[config.mk]
export PLATFORM = sky130hd
export DESIGN_NAME = param_seq_detector
export DESIGN_NICKNAME = d
export VERILOG_FILES = /design/src/rtl/seq_det_pkg.sv /design/src/rtl/seq_det_cmp.sv /design/src/rtl/param_seq_detector.sv
export SDC_FILE = /design/constraint.sdc
export NUM_CORES = 1
export LEC_CHECK = 0
export BUFFER_PORTS_ARGS = -buffer_cell sky130_fd_sc_hd__clkbuf_2
export CAP_MARGIN = 20
export CORE_ASPECT_RATIO = 0.8
export CORE_UTILIZATION = 45
export DETAILED_ROUTE_END_ITERATION = 10
export HOLD_SLACK_MARGIN = 0.15
export PLACE_DENSITY = 0.64
export SYNTH_ARGS = -nofsm -noshare
export SYNTH_HDL_FRONTEND = slang
export SYNTH_HIERARCHICAL = 1
export SYNTH_SLANG_ARGS = --single-unit
[constraint.sdc]
create_clock -name clk -period 4.7 [get_ports clk]
set_input_delay 0.94 -clock clk [delete_from_list [all_inputs] [get_ports clk]]
set_output_delay 0.94 -clock clk [all_outputs]
set_load 0.01 [all_outputs]
[src/rtl/seq_det_pkg.sv]
// ---------------------------------------------------------------------------
// seq_det_pkg
// Shared types and constants for the parametrised serial-pattern detector.
//   mode_e       : detection mode (framed / sliding)
//   DEF_LEN      : pattern length loaded at reset (legacy 4-bit detector)
//   DEF_PAT0/1   : legacy patterns 1100 and 0011
//   LEN_W        : width of the length field used by clamp_len()
//   def_pattern(): reset value of pattern slot idx
//   clamp_len()  : folds an illegal programmed length into 2..max_len
// ---------------------------------------------------------------------------
package seq_det_pkg;

   typedef enum logic {
      MODE_FRAMED  = 1'b0,
      MODE_SLIDING = 1'b1
   } mode_e;

   localparam int         DEF_LEN  = 4;
   localparam int         LEN_W    = 8;
   localparam logic [3:0] DEF_PAT0 = 4'b1100;
   localparam logic [3:0] DEF_PAT1 = 4'b0011;

   function automatic logic [3:0] def_pattern(input int idx);
      logic [3:0] p;
      case (idx)
         0:       p = DEF_PAT0;
         1:       p = DEF_PAT1;
         default: p = 4'b0000;
      endcase
      return p;
   endfunction

   function automatic logic [LEN_W-1:0] clamp_len(input logic [LEN_W-1:0] raw,
                                                  input int max_len);
      logic [LEN_W-1:0] r;
      if (int'(raw) < 2)            r = LEN_W'(2);
      else if (int'(raw) > max_len) r = LEN_W'(max_len);
      else                          r = raw;
      return r;
   endfunction

endpackage

[src/rtl/seq_det_cmp.sv]
// ---------------------------------------------------------------------------
// seq_det_cmp
// Combinational length-masked comparator: eq_o is high when the low len_i
// bits of cand_i equal the low len_i bits of pat_i. Bits at or above len_i
// are ignored on both sides.
//   cand_i : candidate window, newest bit in LSB
//   pat_i  : programmed pattern, right-aligned
//   len_i  : active pattern length
//   eq_o   : masked equality
// ---------------------------------------------------------------------------
module seq_det_cmp #(
   parameter int PAT_W = 8,
   parameter int LW    = 4
) (
   input  logic [PAT_W-1:0] cand_i,
   input  logic [PAT_W-1:0] pat_i,
   input  logic [LW-1:0]    len_i,
   output logic             eq_o
);

   logic [PAT_W-1:0] mask;

   always_comb begin
      mask = '0;
      for (int i = 0; i < PAT_W; i++) begin
         mask[i] = (i < int'(len_i));
      end
      eq_o = (((cand_i ^ pat_i) & mask) == '0);
   end

endmodule

[src/rtl/param_seq_detector.sv]
// ---------------------------------------------------------------------------
// param_seq_detector
// Mealy serial-pattern detector with NUM_PAT runtime-programmable patterns of
// length 2..PAT_W, framed (non-overlapping) or sliding (overlapping) mode.
//   clk, rst    : clock, asynchronous active-high reset
//   in/in_valid : serial bit and its qualifier
//   cfg_we      : load cfg_pat/cfg_len/cfg_mode and restart detection
//   cnt_clr     : synchronous clear of match_cnt
//   match       : per-pattern hit on the current bit (combinational)
//   dec         : OR of match
//   frame_done  : current bit closes a frame (framed mode only)
//   match_cnt   : saturating count of cycles with dec=1
// ---------------------------------------------------------------------------
module param_seq_detector
   import seq_det_pkg::*;
#(
   parameter int PAT_W   = 8,
   parameter int NUM_PAT = 2,
   parameter int CNT_W   = 16
) (
   input  logic                       clk,
   input  logic                       rst,
   input  logic                       in,
   input  logic                       in_valid,
   input  logic                       cfg_we,
   input  logic [NUM_PAT*PAT_W-1:0]   cfg_pat,
   input  logic [$clog2(PAT_W+1)-1:0] cfg_len,
   input  logic                       cfg_mode,
   input  logic                       cnt_clr,
   output logic                       dec,
   output logic [NUM_PAT-1:0]         match,
   output logic                       frame_done,
   output logic [CNT_W-1:0]           match_cnt
);

   localparam int LW = $clog2(PAT_W+1);

   function automatic logic [NUM_PAT*PAT_W-1:0] rst_pats();
      logic [NUM_PAT*PAT_W-1:0] r;
      r = '0;
      for (int i = 0; i < NUM_PAT; i++) begin
         r[i*PAT_W +: PAT_W] = PAT_W'(def_pattern(i));
      end
      return r;
   endfunction

   localparam logic [NUM_PAT*PAT_W-1:0] RST_PAT = rst_pats();
   // Default length is clamped so narrow instances (PAT_W < 4) stay legal.
   localparam logic [LW-1:0] RST_LEN = LW'(clamp_len(LEN_W'(DEF_LEN), PAT_W));

   logic [PAT_W-2:0]         hist_q, hist_d;
   logic [LW-1:0]            fill_q, fill_d;
   logic [LW-1:0]            bit_idx_q, bit_idx_d;
   logic [LW-1:0]            len_q, len_d;
   mode_e                    mode_q, mode_d;
   logic [NUM_PAT*PAT_W-1:0] pat_q, pat_d;
   logic [CNT_W-1:0]         cnt_q, cnt_d;

   logic [PAT_W-1:0]   cand;
   logic [NUM_PAT-1:0] hit;
   logic [LW-1:0]      len_m1;
   logic               last_bit;
   logic               fill_ok;
   logic               qualify;
   logic               data_ok;

   // Window of the newest PAT_W bits including the current one; the
   // comparator masks off everything older than the active length.
   assign cand = {hist_q, in};

   for (genvar g = 0; g < NUM_PAT; g++) begin : g_cmp
      seq_det_cmp #(
         .PAT_W (PAT_W),
         .LW    (LW)
      ) u_cmp (
         .cand_i (cand),
         .pat_i  (pat_q[g*PAT_W +: PAT_W]),
         .len_i  (len_q),
         .eq_o   (hit[g])
      );
   end

   // Mealy outputs. A bit arriving together with cfg_we is dropped, and the
   // outputs are held low while reset is asserted.
   always_comb begin
      len_m1     = len_q - LW'(1);
      last_bit   = (bit_idx_q == len_m1);
      fill_ok    = (fill_q >= len_m1);
      data_ok    = in_valid & ~cfg_we & ~rst;
      qualify    = 1'b0;
      frame_done = 1'b0;
      if (mode_q == MODE_FRAMED) begin
         qualify    = last_bit & fill_ok;
         frame_done = data_ok & last_bit;
      end else begin
         qualify    = fill_ok;
      end
      match = (data_ok & qualify) ? hit : '0;
      dec   = |match;
   end

   // Next-state logic.
   always_comb begin
      hist_d    = hist_q;
      fill_d    = fill_q;
      bit_idx_d = bit_idx_q;
      len_d     = len_q;
      mode_d    = mode_q;
      pat_d     = pat_q;
      cnt_d     = cnt_q;

      if (cnt_clr) begin
         cnt_d = '0;
      end else if (dec && (cnt_q != '1)) begin
         cnt_d = cnt_q + CNT_W'(1);
      end

      if (cfg_we) begin
         len_d     = LW'(clamp_len(LEN_W'(cfg_len), PAT_W));
         mode_d    = mode_e'(cfg_mode);
         pat_d     = cfg_pat;
         hist_d    = '0;
         fill_d    = '0;
         bit_idx_d = '0;
      end else if (in_valid) begin
         hist_d = cand[PAT_W-2:0];
         if (fill_q != LW'(PAT_W)) begin
            fill_d = fill_q + LW'(1);
         end
         if (mode_q == MODE_FRAMED) begin
            bit_idx_d = last_bit ? '0 : bit_idx_q + LW'(1);
         end
      end
   end

   always_ff @(posedge clk or posedge rst) begin
      if (rst) begin
         hist_q    <= '0;
         fill_q    <= '0;
         bit_idx_q <= '0;
         len_q     <= RST_LEN;
         mode_q    <= MODE_FRAMED;
         pat_q     <= RST_PAT;
         cnt_q     <= '0;
      end else begin
         hist_q    <= hist_d;
         fill_q    <= fill_d;
         bit_idx_q <= bit_idx_d;
         len_q     <= len_d;
         mode_q    <= mode_d;
         pat_q     <= pat_d;
         cnt_q     <= cnt_d;
      end
   end

   assign match_cnt = cnt_q;

endmodule

* Word level (Yosys, flattened, before mapping) *
Cells that the tools add are included.

word-level totals
  flip-flop bits (word level) = 52
  output and inout port bits = 20
  logic and storage cells = 62

cells by class
  $add $sub $neg = 4
  $lt $le $gt $ge = 11
  eq/ne operators = 4
  mux-type cells = 16
  bitwise logic cells = 11
  reductions and logical operators = 9

operators with widths
  cell                   count
  $mux 4                 9
  $mux 16                2
  $add 16x1->16 const B  1
  $and 8x8->8            2
  $logic_not 8->1        2
  $lt 3x4->1 const A     4
  $ne 16x16->1 const B   1
  $xor 8x8->8            2
  $mux 7                 2
  $add 4x1->4 const B    2
  $lt 1x4->1 const A     2
  $lt 2x4->1 const A     2
  $reduce_bool 2->1      3
  $and 1x1->1            5
  $eq 4x4->1             1
  $ge 4x4->1             1
  $gt 4x4->1 const B     1
  $lt 4x2->1 const B     1
  $ne 4x4->1 const B     1
  $reduce_and 2->1       2
  $sub 4x1->4 const B    1
  $mux 1                 2
  $mux 2                 1
  $ne 2x2->1 const B     1
  other kinds (3)        4

* Longest topological paths before layout *
Gate-level depths: netlist (run 1).

  depth in word-level cells = 10
  depth in mapped cells = 10
  mapped depth without buffers = 9

* Hierarchy *
Netlist (run 1), hierarchy kept.

by module, submodules not included
  module              instances  cells each  area each (um2)
  param_seq_detector  1          243         2,622.5
  seq_det_cmp         2          24          165.2

* Least setup slack after synthesis (run 1) *
Ideal clock, no wire load.

  path kind = register -> output
  start = reg len_q[0]
  end = out dec
  data arrival time = 1,952 ps
  data required time = 3,760 ps
  path slack = 1,808 ps
  cell stages (with the launch flop) = 8
  buffers on the path = 0
  path through = dfrtp_1 > inv_1 > ha_1 > ha_1 > a2111oi_0 > nor3_2 > nand3_1 > a21oi_1

on the way
  word-level cells in the longest chain between the ends = 7
  elaborated cells between the ends (all ways) = 20
  classes of those cells = 1 x add/sub; 9 x order compare; 1 x eq/ne; 2 x mux; 4 x bitwise; 3 x reduce/logical

ends and longest elaborated chain
  item                                      RTL line                                            RTL
  start, declared                           param_seq_detector.sv:54                            logic [LW-1:0] len_q, len_d;
  start signal, assigned                    param_seq_detector.sv:149                           len_q <= len_d;
  $sub 4x1->4                               param_seq_detector.sv:86                            len_m1 = len_q - LW'(1);
  $ge 4x4->1 or $eq 4x4->1 (tied branches)  param_seq_detector.sv:88, param_seq_detector.sv:87
  $and 1x1->1                               param_seq_detector.sv:93                            qualify = last_bit & fill_ok;
  $mux 1                                    param_seq_detector.sv:92                            if (mode_q == MODE_FRAMED) begin
  $and 1x1->1                               param_seq_detector.sv:98                            match = (data_ok & qualify) ? hit : '0;
  $mux 2 (*)                                param_seq_detector.sv:98
  $reduce_or 2->1 (*)                       param_seq_detector.sv:99                            dec = |match;
  end, declared                             param_seq_detector.sv:30                            output logic dec,

Mark *: on every way between the ends. The rest lies on a longest branch, timed or not.

* Worst setup path after layout (run 1) *
Ends and elaborated chain as after synthesis.

==> flow_metrics.py, run 1 <==
metrics = {
    "setup_path": {
        "cp_top_family": "adder cells",
        "cp_max_fo": 9,
        "reg2reg_slack_ns": 1.60,
        "critPathLaunchType": "register",
        "cp.arrival_ns": 2.60,
        "cp_slowest_cell": "dfrtp_1",
        "regToRegEndpoint": "match_cnt[15]",
        "required_ns": 3.76,
        "crit_type": "reg2out",
        "crit_top_cell": "ha_1",
        "crit_buf_inv": 2,
        "cp_slowest_stage_delay_ns": 0.54,
        "reg2regPathDepth": 8,
        "path_cells": "inv_1 -> ha_1 -> ha_1 -> a2111oi_0 -> nor3_2 -> nand3_1 -> a21oi_1 -> clkbuf_2",
        "r2r_start": "len_q[2]",
        "crit_path_end_kind": "output port",
    },
    "route": {
        "firstDrtPassIters": 4,
        "routed-via-count": 2304,
        "drc": 0,
        "wl_per_cell_um": 14.6,
        "ant_nets": 0,
        "drt_wl_total_um": 6160,
        "drt-initial-drc-count": 90,
        "via_per_inst": 5.47,
    },
    "layout": {
        "mostFrequentLayoutCells": "dfrtp_1, clkbuf_2, nor2_1, xor2_1, mux2_2",
        "nNetsFinal": 372,
        "drive_gt1_share_pct": 26.4,
        "nFillCells": 611,
        "n_antenna_cell": 0,
        "post-route-util_pct": 52.5,
        "area_delta_synth_final_pct": 13.4,
        "final_common_cell": "dfrtp_1",
    },
    "logic_synthesis": {
        "yosysSeqAreaShare_pct": 44.3,
        "ys_types": 48,
        "postSynthAreaPerCell_um2": 10.1,
        "synthFlopType": "dfrtp_1",
        "syn_nets": 327,
        "synth_edf_count": 0,
        "ys_ff_latch": 52,
        "syn_area_um2": 2950,
        "synth_async_sr_flop_share_pct": 100,
        "synth_cells": 291,
        "yosysWarningCount": 6,
    },
    "floorplan": {
        "core-area_um2": 6380,
        "pin_count": 47,
        "fp.dieArea_um2": 6890,
        "fp.dieH_um": 74.5,
        "start_util_pct": 46.3,
        "die_w_um": 92.6,
        "rows": 26,
    },
    "power_and_ir_drop": {
        "p_leak_nw": 1.51,
        "power_density_nw_per_um2": 275,
        "peakVddDrop_mv": 0.177,
    },
    "cts": {
        "tritoncts": "built",
        "cts_resized": 0,
        "cts_buffers": 5,
        "h-tree-depth": 2,
        "hold_buffers": 0,
        "clock_sinks": 52,
        "cts_setup_buffers": 0,
        "path_clk_slew_ns": 0.10,
        "clk_latency_ns": 0.32,
        "clockBufferDepth": 2,
        "cts_root_buf": "clkbuf_8",
    },
    "min_path": {
        "hold_depth": 1,
        "holdPathEnd": "pat_q[15]",
        "holdCritPathClass": "reg2reg",
        "holdCritStartpoint": "pat_q[15]",
    },
    "global_routing": {
        "first_global_vias": 2222,
        "grt.overflow.total": 0,
        "antenna_found_initial": 0,
        "grt_pass1_wl_um": 10300,
        "grt_max_degree": 42,
        "grt_use_total_pct": 19.2,
    },
    "sta": {
        "setup_viol": 0,
        "grt_setup_unrepaired": "false",
        "timing.final.ws_setup_ns": 1.16,
        "timing.fmax_mhz": 283,
        "drv_slew": 0,
        "min_period_ns": 3.54,
        "hold_viol_final": 0,
        "slew_headroom_pct": 65.7,
        "worstMarginPinSlew_ns": 0.515,
        "fin_crit_sh_pct": 75.3,
        "fin_setup_tns_ns": 0,
        "skew_ns": 0.00860,
    },
    "placed_design": {
        "globalplace.congestion": 0.794,
        "portBuffers": 46,
        "pre_cts_ws_ns": 1.51,
        "dp_hpwl_um": 4460,
    },
    "flow_run": {
        "timing.max_cap.violations": 0,
    },
    "status": {
        "status": "finished, final reports clean",
    },
}
[worst reg2reg max path, delay by kind of cell, from the launching register on]
kind             cells  cell delay (ns)
AND/OR/NAND/NOR      3             1.28
AO/OA/AOI/OAI        5             1.03
flip-flops           1             0.71
[Yosys cell counts, types with 2 or more instances]
| library cell | number | share of area (%) |
|---|---|---|
| nand2_1 | 14 | 1.8 |
| o31ai_1 | 4 | 1.0 |
| or3_1 | 8 | 1.7 |
| nor3_2 | 2 | 0.68 |
| ha_1 | 9 | 3.8 |
| inv_1 | 16 | 2.0 |
| buf_1 | 3 | 0.38 |
| or4_1 | 4 | 1.0 |
| o21ai_0 | 17 | 2.9 |
| or2_2 | 2 | 0.42 |
| dfstp_2 | 5 | 4.4 |
| nand4_1 | 7 | 1.5 |
| xnor2_1 | 7 | 2.1 |
| nor2b_1 | 3 | 0.64 |
| dfrtp_1 | 47 | 40 |
| nand3_1 | 11 | 1.9 |
| xor2_1 | 20 | 5.9 |
| or3b_1 | 2 | 0.59 |
| nor2_1 | 25 | 3.2 |
| a21oi_1 | 18 | 3.1 |
| clkbuf_1 | 5 | 0.64 |
| a21o_1 | 2 | 0.51 |
| mux2i_1 | 10 | 3.4 |
| nor4_1 | 2 | 0.42 |
| o41ai_1 | 4 | 1.2 |
| a31oi_1 | 3 | 0.64 |
| a211oi_1 | 2 | 0.51 |
| mux2_2 | 19 | 7.2 |
[routing by layer]
metal / vias to the layer above / GRT usage (%) / wire, µm
li1: 1139 / - / -
met1: 1121 / 26.4 / 3050
met2: 38 / 31.8 / 2850
met3: 6 / 3.37 / 183
met4: 0 / 5.21 / 66
met5: - / 0 / 0
[flip-flops by register name (all words and copies together), names as in the netlist]
signal	flops
bit_idx_q	4
pat_q	16
fill_q	4
match_cnt	16
mode_q	1
len_q	4
hist_q	7
[cells by family (layout without fill, tap and decap cells)]
| group | after synthesis | in the layout | synth area share [%] |
|---|---|---|---|
| XOR/XNOR | 28 | 28 | 8.77 |
| buffers and inverters | 26 | 72 | 3.60 |
| adder cells (fa/ha/maj) | 9 | 9 | 3.81 |
| AND/OR/NAND/NOR | 90 | 90 | 16.9 |
| flip-flops | 52 | 52 | 44.3 |
| AO/OA/AOI/OAI | 57 | 57 | 12.0 |
| multiplexers | 29 | 29 | 10.6 |
[area by class of cell]
type	instances	area, µm²	area share [%]
tap	84	105	3.14
multi-input combinational	213	1540	46.0
clock inverter	3	22.5	0.673
clock buffer	5	68.8	2.06
inverter	16	60.1	1.79
sequential	52	1310	39.1
timing repair buffer	48	245	7.32
[metrics by stage]
step	hold WS (ns)	cells	cell area [µm²]	power (mW)
after detailed placement	0.521	413	3260	0.661
after global routing	0.565	421	3350	0.967
after floorplan	0.501	291	2950	0.617
after CTS	0.545	421	3350	0.930
final	0.540	421	3350	0.920
after global placement	0.511	413	3260	0.657
[how the worst max path moves through the flow]
stage,start,to,slack [ns],cells after the start
after global routing,len_q[0],match[1],0.98,8
final,len_q[0],dec,1.16,8
after floorplan,len_q[0],dec,1.81,7
after CTS,len_q[0],dec,1.16,8
after detailed placement,len_q[0],dec,1.51,8
after global placement,len_q[0],dec,1.59,8
[power breakdown]
group / leakage, nW / internal (mW) / total [mW] / switching, mW
sequential: 0.672 / 0.472 / 0.500 / 0.0278
combinational: 0.788 / 0.0699 / 0.153 / 0.0827
clock: 0.0485 / 0.107 / 0.267 / 0.160
(Power assumes the default switching activity.)
==> run 2: changes to the inputs <==
ABC_AREA = 1   (was default)
PLACE_DENSITY = 0.63   (was 0.64)
clock period = 3.6 ns   (was 4.7 ns; I/O delays follow)
==> run 2 against run 1 <==
Sequential cell count is the same. Non-clock buffer count grew 2. Sequential power grew 29%. Sequential share of layout area shrank 4.4 points. Combinational power grew 33%. Largest power group unchanged. Die area grew 13%.
==> flow_metrics.py, run 2 <==
metrics = {
    "layout": {
        "layoutNonFillerInstCount": 611,
        "nNetsFinal": 559,
        "final_common_cell": "nand2_1",
        "area_delta_synth_final_pct": 12.5,
        "drive_gt1_share_pct": 15.8,
        "mostFrequentLayoutCells": "nand2_1, inv_1, dfrtp_1, clkbuf_2, nor2_1",
        "n_antenna_cell": 0,
    },
    "power_and_ir_drop": {
        "p_sw_share_pct": 29.2,
        "power_mw": 1.26,
        "peakVddDrop_mv": 0.188,
        "switchingPower_uw": 368,
        "internal_power_uw": 893,
        "clockPowerShare_pct": 32.8,
        "seqPwrFrac_pct": 51.1,
        "comb_power_share_pct": 16.1,
        "p_leak_nw": 2.13,
        "power_density_nw_per_um2": 335,
    },
    "logic_synthesis": {
        "synthFlopType": "dfrtp_1",
        "yosysWarningCount": 6,
        "synth_top_area_share_pct": 35.1,
        "synth_edf_count": 0,
        "yosysMostFrequentCell": "nand2_1",
        "postSynthAreaPerCell_um2": 7.02,
        "synth_cells": 477,
        "yosys.area.top_type": "dfrtp_1",
        "yosysSeqAreaShare_pct": 39.0,
        "synth_async_sr_flop_share_pct": 100,
        "syn_area_um2": 3350,
        "synth_area_leaders": "dfrtp_1, nand2_1, inv_1",
        "synth_commonest_cells": "nand2_1, inv_1, dfrtp_1, nor2_1, nand3_1",
        "syn_nets": 513,
        "ys_ff_latch": 52,
        "ys_types": 29,
    },
    "route": {
        "drt_wl_total_um": 8010,
        "routed-via-count": 3060,
        "drt-initial-drc-count": 190,
        "wl_per_cell_um": 13.1,
        "ant_nets": 0,
        "via_per_inst": 5.01,
        "drc": 0,
        "firstDrtPassIters": 6,
    },
    "cts": {
        "clockBufferDepth": 2,
        "tritoncts": "built",
        "clock_sinks": 52,
        "cts_buffers": 5,
        "cts_root_buf": "clkbuf_8",
        "h-tree-depth": 2,
        "cts_setup_buffers": 0,
        "hold_buffers": 0,
        "cts_resized": 0,
        "path_clk_slew_ns": 0.10,
        "clk_latency_ns": 0.32,
    },
    "sta": {
        "drv_slew": 0,
        "skew_ns": 0.0108,
        "fin_crit_sh_pct": 86.3,
        "grt_setup_unrepaired": "false",
        "setup_viol": 0,
        "fin_hold_ws_ns": 0.486,
        "hold_viol_final": 0,
        "timing.final.ws_setup_ns": 0.495,
        "worstMarginPinSlew_ns": 0.926,
        "timing.fmax_mhz": 322,
        "min_period_ns": 3.11,
        "slew_headroom_pct": 38.2,
        "fin_setup_tns_ns": 0,
    },
    "setup_path": {
        "required_ns": 2.88,
        "crit_cells": 12,
        "crit_buf_inv": 4,
        "cp_top_family": "adder cells",
        "reg2regPathDepth": 14,
        "crit_path_end_kind": "output port",
        "crit_type": "reg2out",
        "critPathLaunchType": "register",
        "cp_slowest_cell": "dfrtp_1",
        "cp.arrival_ns": 2.39,
        "path_cells": "inv_1 -> ha_1 -> ha_1 -> inv_1 -> o21bai_1 -> nand2_1 -> nand3_1 -> nand2_1 -> inv_2 -> nand3_1 -> nand2_2 -> clkbuf_2",
        "cp_max_fo": 6,
        "cp_slowest_stage_delay_ns": 0.46,
    },
    "floorplan": {
        "pin_count": 47,
        "fp.dieH_um": 79.2,
        "start_util_pct": 47.7,
        "fp.dieArea_um2": 7790,
        "core-area_um2": 7030,
        "die_w_um": 98.5,
        "rows": 27,
    },
    "flow_run": {
        "timing.max_cap.violations": 0,
    },
    "global_routing": {
        "grt_max_degree": 37,
        "antenna_found_initial": 0,
        "first_global_vias": 2864,
        "grt.overflow.total": 0,
        "grt_use_total_pct": 22.2,
        "grt_pass1_wl_um": 13600,
    },
    "min_path": {
        "hold_depth": 2,
        "holdCritPathClass": "reg2reg",
    },
    "placed_design": {
        "dp_cells": 603,
        "portBuffers": 46,
        "pre_cts_ws_ns": 0.851,
        "dp_hpwl_um": 6040,
        "globalplace.congestion": 0.888,
    },
    "status": {
        "status": "finished, final reports clean",
    },
}
## run 2: changes by cell type in the layout (fill, tap and decap cells not counted), sizes merged, moves of 8 or more
cell | before | now
nand4 | 8 | 19
inv | 17 | 81
a21oi | 18 | 9
nand3 | 12 | 39
nand2 | 14 | 160
nor2 | 25 | 49
mux2i | 10 | 1
or3 | 8 | 0
mux2 | 19 | 0
## run 2: logic make-up after synthesis
kind of cell    count (synthesis)  share of synthesized area, %
simple gates                  273                          36.0
buf+inv                        92                          10.9
flops                          52                          39.0
compound gates                 33                          5.94
xor+xnor                       17                          4.45
fa+ha+maj                       9                          3.36
mux                             1                         0.299
## run 2: power by group through the flow
| stage | clock network [mW] | logic, mW | registers (mW) |
|---|---|---|---|
| after floorplan | 0 | 0.149 | 0.647 |
| after global placement | 0 | 0.199 | 0.655 |
| after detailed placement | 0 | 0.204 | 0.656 |
| after CTS | 0.423 | 0.204 | 0.645 |
| after global routing | 0.447 | 0.235 | 0.650 |
| final | 0.413 | 0.203 | 0.645 |
## run 2: layout make-up
class,instances,area (µm²)
repair buffers,50,260
inverters,81,304
multi-input cells,333,1680
fillers,728,3260
clock buffers,5,68.8
well taps,87,109
clock inverters,3,42.5
flip-flops and latches,52,1310
## run 2: final timing paths
path / start / endpoint / slack, ns
min in group asynchronous: rst / hist_q[4] / 0.55
worst min-delay path: pat_q[3] / pat_q[3] / 0.49
worst min register to register: pat_q[3] / pat_q[3] / 0.49
worst max-delay path: len_q[0] / dec / 0.49
worst max register to register: len_q[0] / match_cnt[15] / 1.16
max in group asynchronous: rst / pat_q[8] / 2.26
## run 2: worst min-delay path, delay by kind of cell, from the launching register on
family / cells / cell delay, ns
flops: 1 / 0.39
simple gates: 2 / 0.10
## run 2: layer usage
metal / wire, µm / track usage, % / vias to the layer above
met4: 87 / 5.97 / 0
li1: - / - / 1583
met2: 3390 / 33.9 / 61
met1: 4190 / 32.4 / 1405
met3: 346 / 3.61 / 11
met5: 0 / 0 / -
## run 2: metrics by stage
| step | util (%) | instance area (µm²) |
|---|---|---|
| floorplan | - | 3350 |
| global placement | 52.0 | 3660 |
| detailed placement | 52.0 | 3660 |
| CTS | 53.6 | 3770 |
| global route | 53.6 | 3770 |
| finish | 53.6 | 3770 |
==> run 3: changes to the inputs <==
BUFFER_PORTS_ARGS = default   (was -buffer_cell sky130_fd_sc_hd__clkbuf_2)
DONT_BUFFER_PORTS = 1   (was default)
PLACE_DENSITY = 0.58   (was 0.63)
==> run 3 against run 2 <==
The flow now finishes with violations (DRC). Clock skew is 0.0023 ns lower. Critical path depth fell by 1. First-iteration DRC count is 32% lower. Power shrank 3.1%. Worst hold slack got worse by 0.081 ns. Fmax fell by 2.7%. Combinational power is 12% lower.
==> flow_metrics.py, run 3 (synthesis gave the netlist of run 2 again) <==
metrics = {
    "sta": {
        "hold_viol_final": 0,
        "skew_ns": 0.00854,
        "fin_crit_sh_pct": 88.6,
        "fin_setup_tns_ns": 0,
        "slew_headroom_pct": 38.7,
        "drv_slew": 0,
        "min_period_ns": 3.19,
        "grt_setup_unrepaired": "false",
        "worstMarginPinSlew_ns": 0.918,
        "timing.fmax_mhz": 313,
        "setup_viol": 0,
    },
    "layout": {
        "nFillCells": 705,
        "n_antenna_cell": 0,
        "final_common_cell": "nand2_1",
        "area_delta_synth_final_pct": 5.08,
        "nNetsFinal": 511,
        "mostFrequentLayoutCells": "nand2_1, inv_1, dfrtp_1, nor2_1, nand3_1",
        "post-route-util_pct": 50.1,
        "drive_gt1_share_pct": 7.14,
    },
    "floorplan": {
        "pin_count": 47,
        "fp.dieArea_um2": 7790,
        "die_w_um": 98.5,
        "rows": 27,
        "fp.dieH_um": 79.2,
        "start_util_pct": 47.7,
        "core-area_um2": 7030,
    },
    "setup_path": {
        "crit_type": "reg2out",
        "cp.arrival_ns": 2.47,
        "critPathLaunchType": "register",
        "cp_max_fo": 17,
        "startpoint": "len_q[0]",
        "r2r_start": "len_q[0]",
        "required_ns": 2.88,
        "crit_path_end_kind": "output port",
    },
    "status": {
        "status": "finished, violations left",
        "violations": "DRC",
    },
    "power_and_ir_drop": {
        "power_mw": 1.22,
        "p_sw_share_pct": 27.7,
        "clockPowerShare_pct": 32.7,
        "internal_power_uw": 884,
        "peakVddDrop_mv": 0.163,
        "seqPwrFrac_pct": 52.7,
        "comb_power_share_pct": 14.6,
        "power_density_nw_per_um2": 347,
        "switchingPower_uw": 338,
        "p_leak_nw": 1.92,
    },
    "cts": {
        "clk_latency_ns": 0.30,
        "path_clk_slew_ns": 0.10,
        "h-tree-depth": 2,
        "clock_sinks": 52,
        "cts_root_buf": "clkbuf_8",
        "cts_resized": 0,
        "tritoncts": "built",
        "cts_buffers": 5,
        "hold_buffers": 0,
        "clockBufferDepth": 2,
        "cts_setup_buffers": 0,
    },
    "global_routing": {
        "grt_max_degree": 35,
        "grt.overflow.total": 0,
        "antenna_found_initial": 0,
        "first_global_vias": 2700,
        "grt_use_total_pct": 20.5,
        "grt_pass1_wl_um": 12600,
    },
    "placed_design": {
        "dp_hpwl_um": 5550,
        "globalplace.congestion": 0.828,
        "portBuffers": 0,
    },
    "route": {
        "wl_per_cell_um": 13.1,
        "drc": 3,
        "drt_wl_total_um": 7370,
        "ant_nets": 0,
        "routed-via-count": 2846,
        "firstDrtPassIters": 7,
        "via_per_inst": 5.06,
        "drt-initial-drc-count": 129,
    },
    "min_path": {
        "holdCritPathClass": "in2async",
    },
    "flow_run": {
        "timing.max_cap.violations": 0,
    },
}
-- run 3: cell type report --
class,instances,area [µm²],share of cell area (%)
Multi-Input combinational cell,333,1680,47.6
Sequential cell,52,1310,37.1
Inverter,81,304,8.64
Tap cell,87,109,3.09
Clock buffer,6,72.6,2.06
Clock inverter,2,35.0,0.995
Timing Repair Buffer,2,15.0,0.427
-- run 3: per-layer routing --
metal / GRT usage, % / wire [µm] / vias to the layer above / part of all wire, %
met1: 27.8 / 3680 / 1290 / 50
met3: 4.67 / 401 / 5 / 5.4
met2: 33.6 / 3240 / 62 / 44
met4: 4.48 / 48 / 0 / 0.65
li1: - / - / 1489 / -
met5: 0 / 0 / - / 0
-- run 3: final timing paths --
| check | endpoint | slack, ns | cells after the start |
|---|---|---|---|
| max | dec | 0.41 | 11 |
| min | fill_q[0] | 0.40 | 1 |
| max reg2reg | match_cnt[1] | 1.13 | 13 |
| min reg2reg | pat_q[8] | 0.48 | 2 |
| max in group asynchronous | pat_q[9] | 2.41 | 2 |
| min in group clk | pat_q[8] | 0.48 | 2 |
-- run 3: through the flow --
step / hold slack [ns] / setup WS, ns / cell area, µm² / cells
2_1_floorplan: 0.451 / 0.979 / 3350 / 477
3_3_place_gp: 0.462 / 0.865 / 3410 / 555
3_5_place_dp: 0.466 / 0.776 / 3410 / 555
4_1_cts: 0.431 / 0.419 / 3520 / 563
5_1_grt: 0.458 / 0.215 / 3520 / 563
6_report: 0.405 / 0.410 / 3520 / 563
-- run 3: critical path, cell delays in order (launching register included) --
cell and delay [ns]:
dfrtp_1 0.46, inv_1 0.15, ha_1 0.36, ha_1 0.31
inv_1 0.04, o21bai_1 0.11, nand2_1 0.06, nand3_1 0.06
nand2_1 0.06, inv_2 0.08, nand3_1 0.12, nand2_2 0.34
-- run 3: power by group through the flow --
stage	Clock (mW)	Sequential, mW	Combinational (mW)
after floorplan	0	0.647	0.149
after global placement	0	0.654	0.178
after detailed placement	0	0.656	0.179
after CTS	0.417	0.645	0.180
after global routing	0.441	0.650	0.210
final	0.399	0.644	0.178
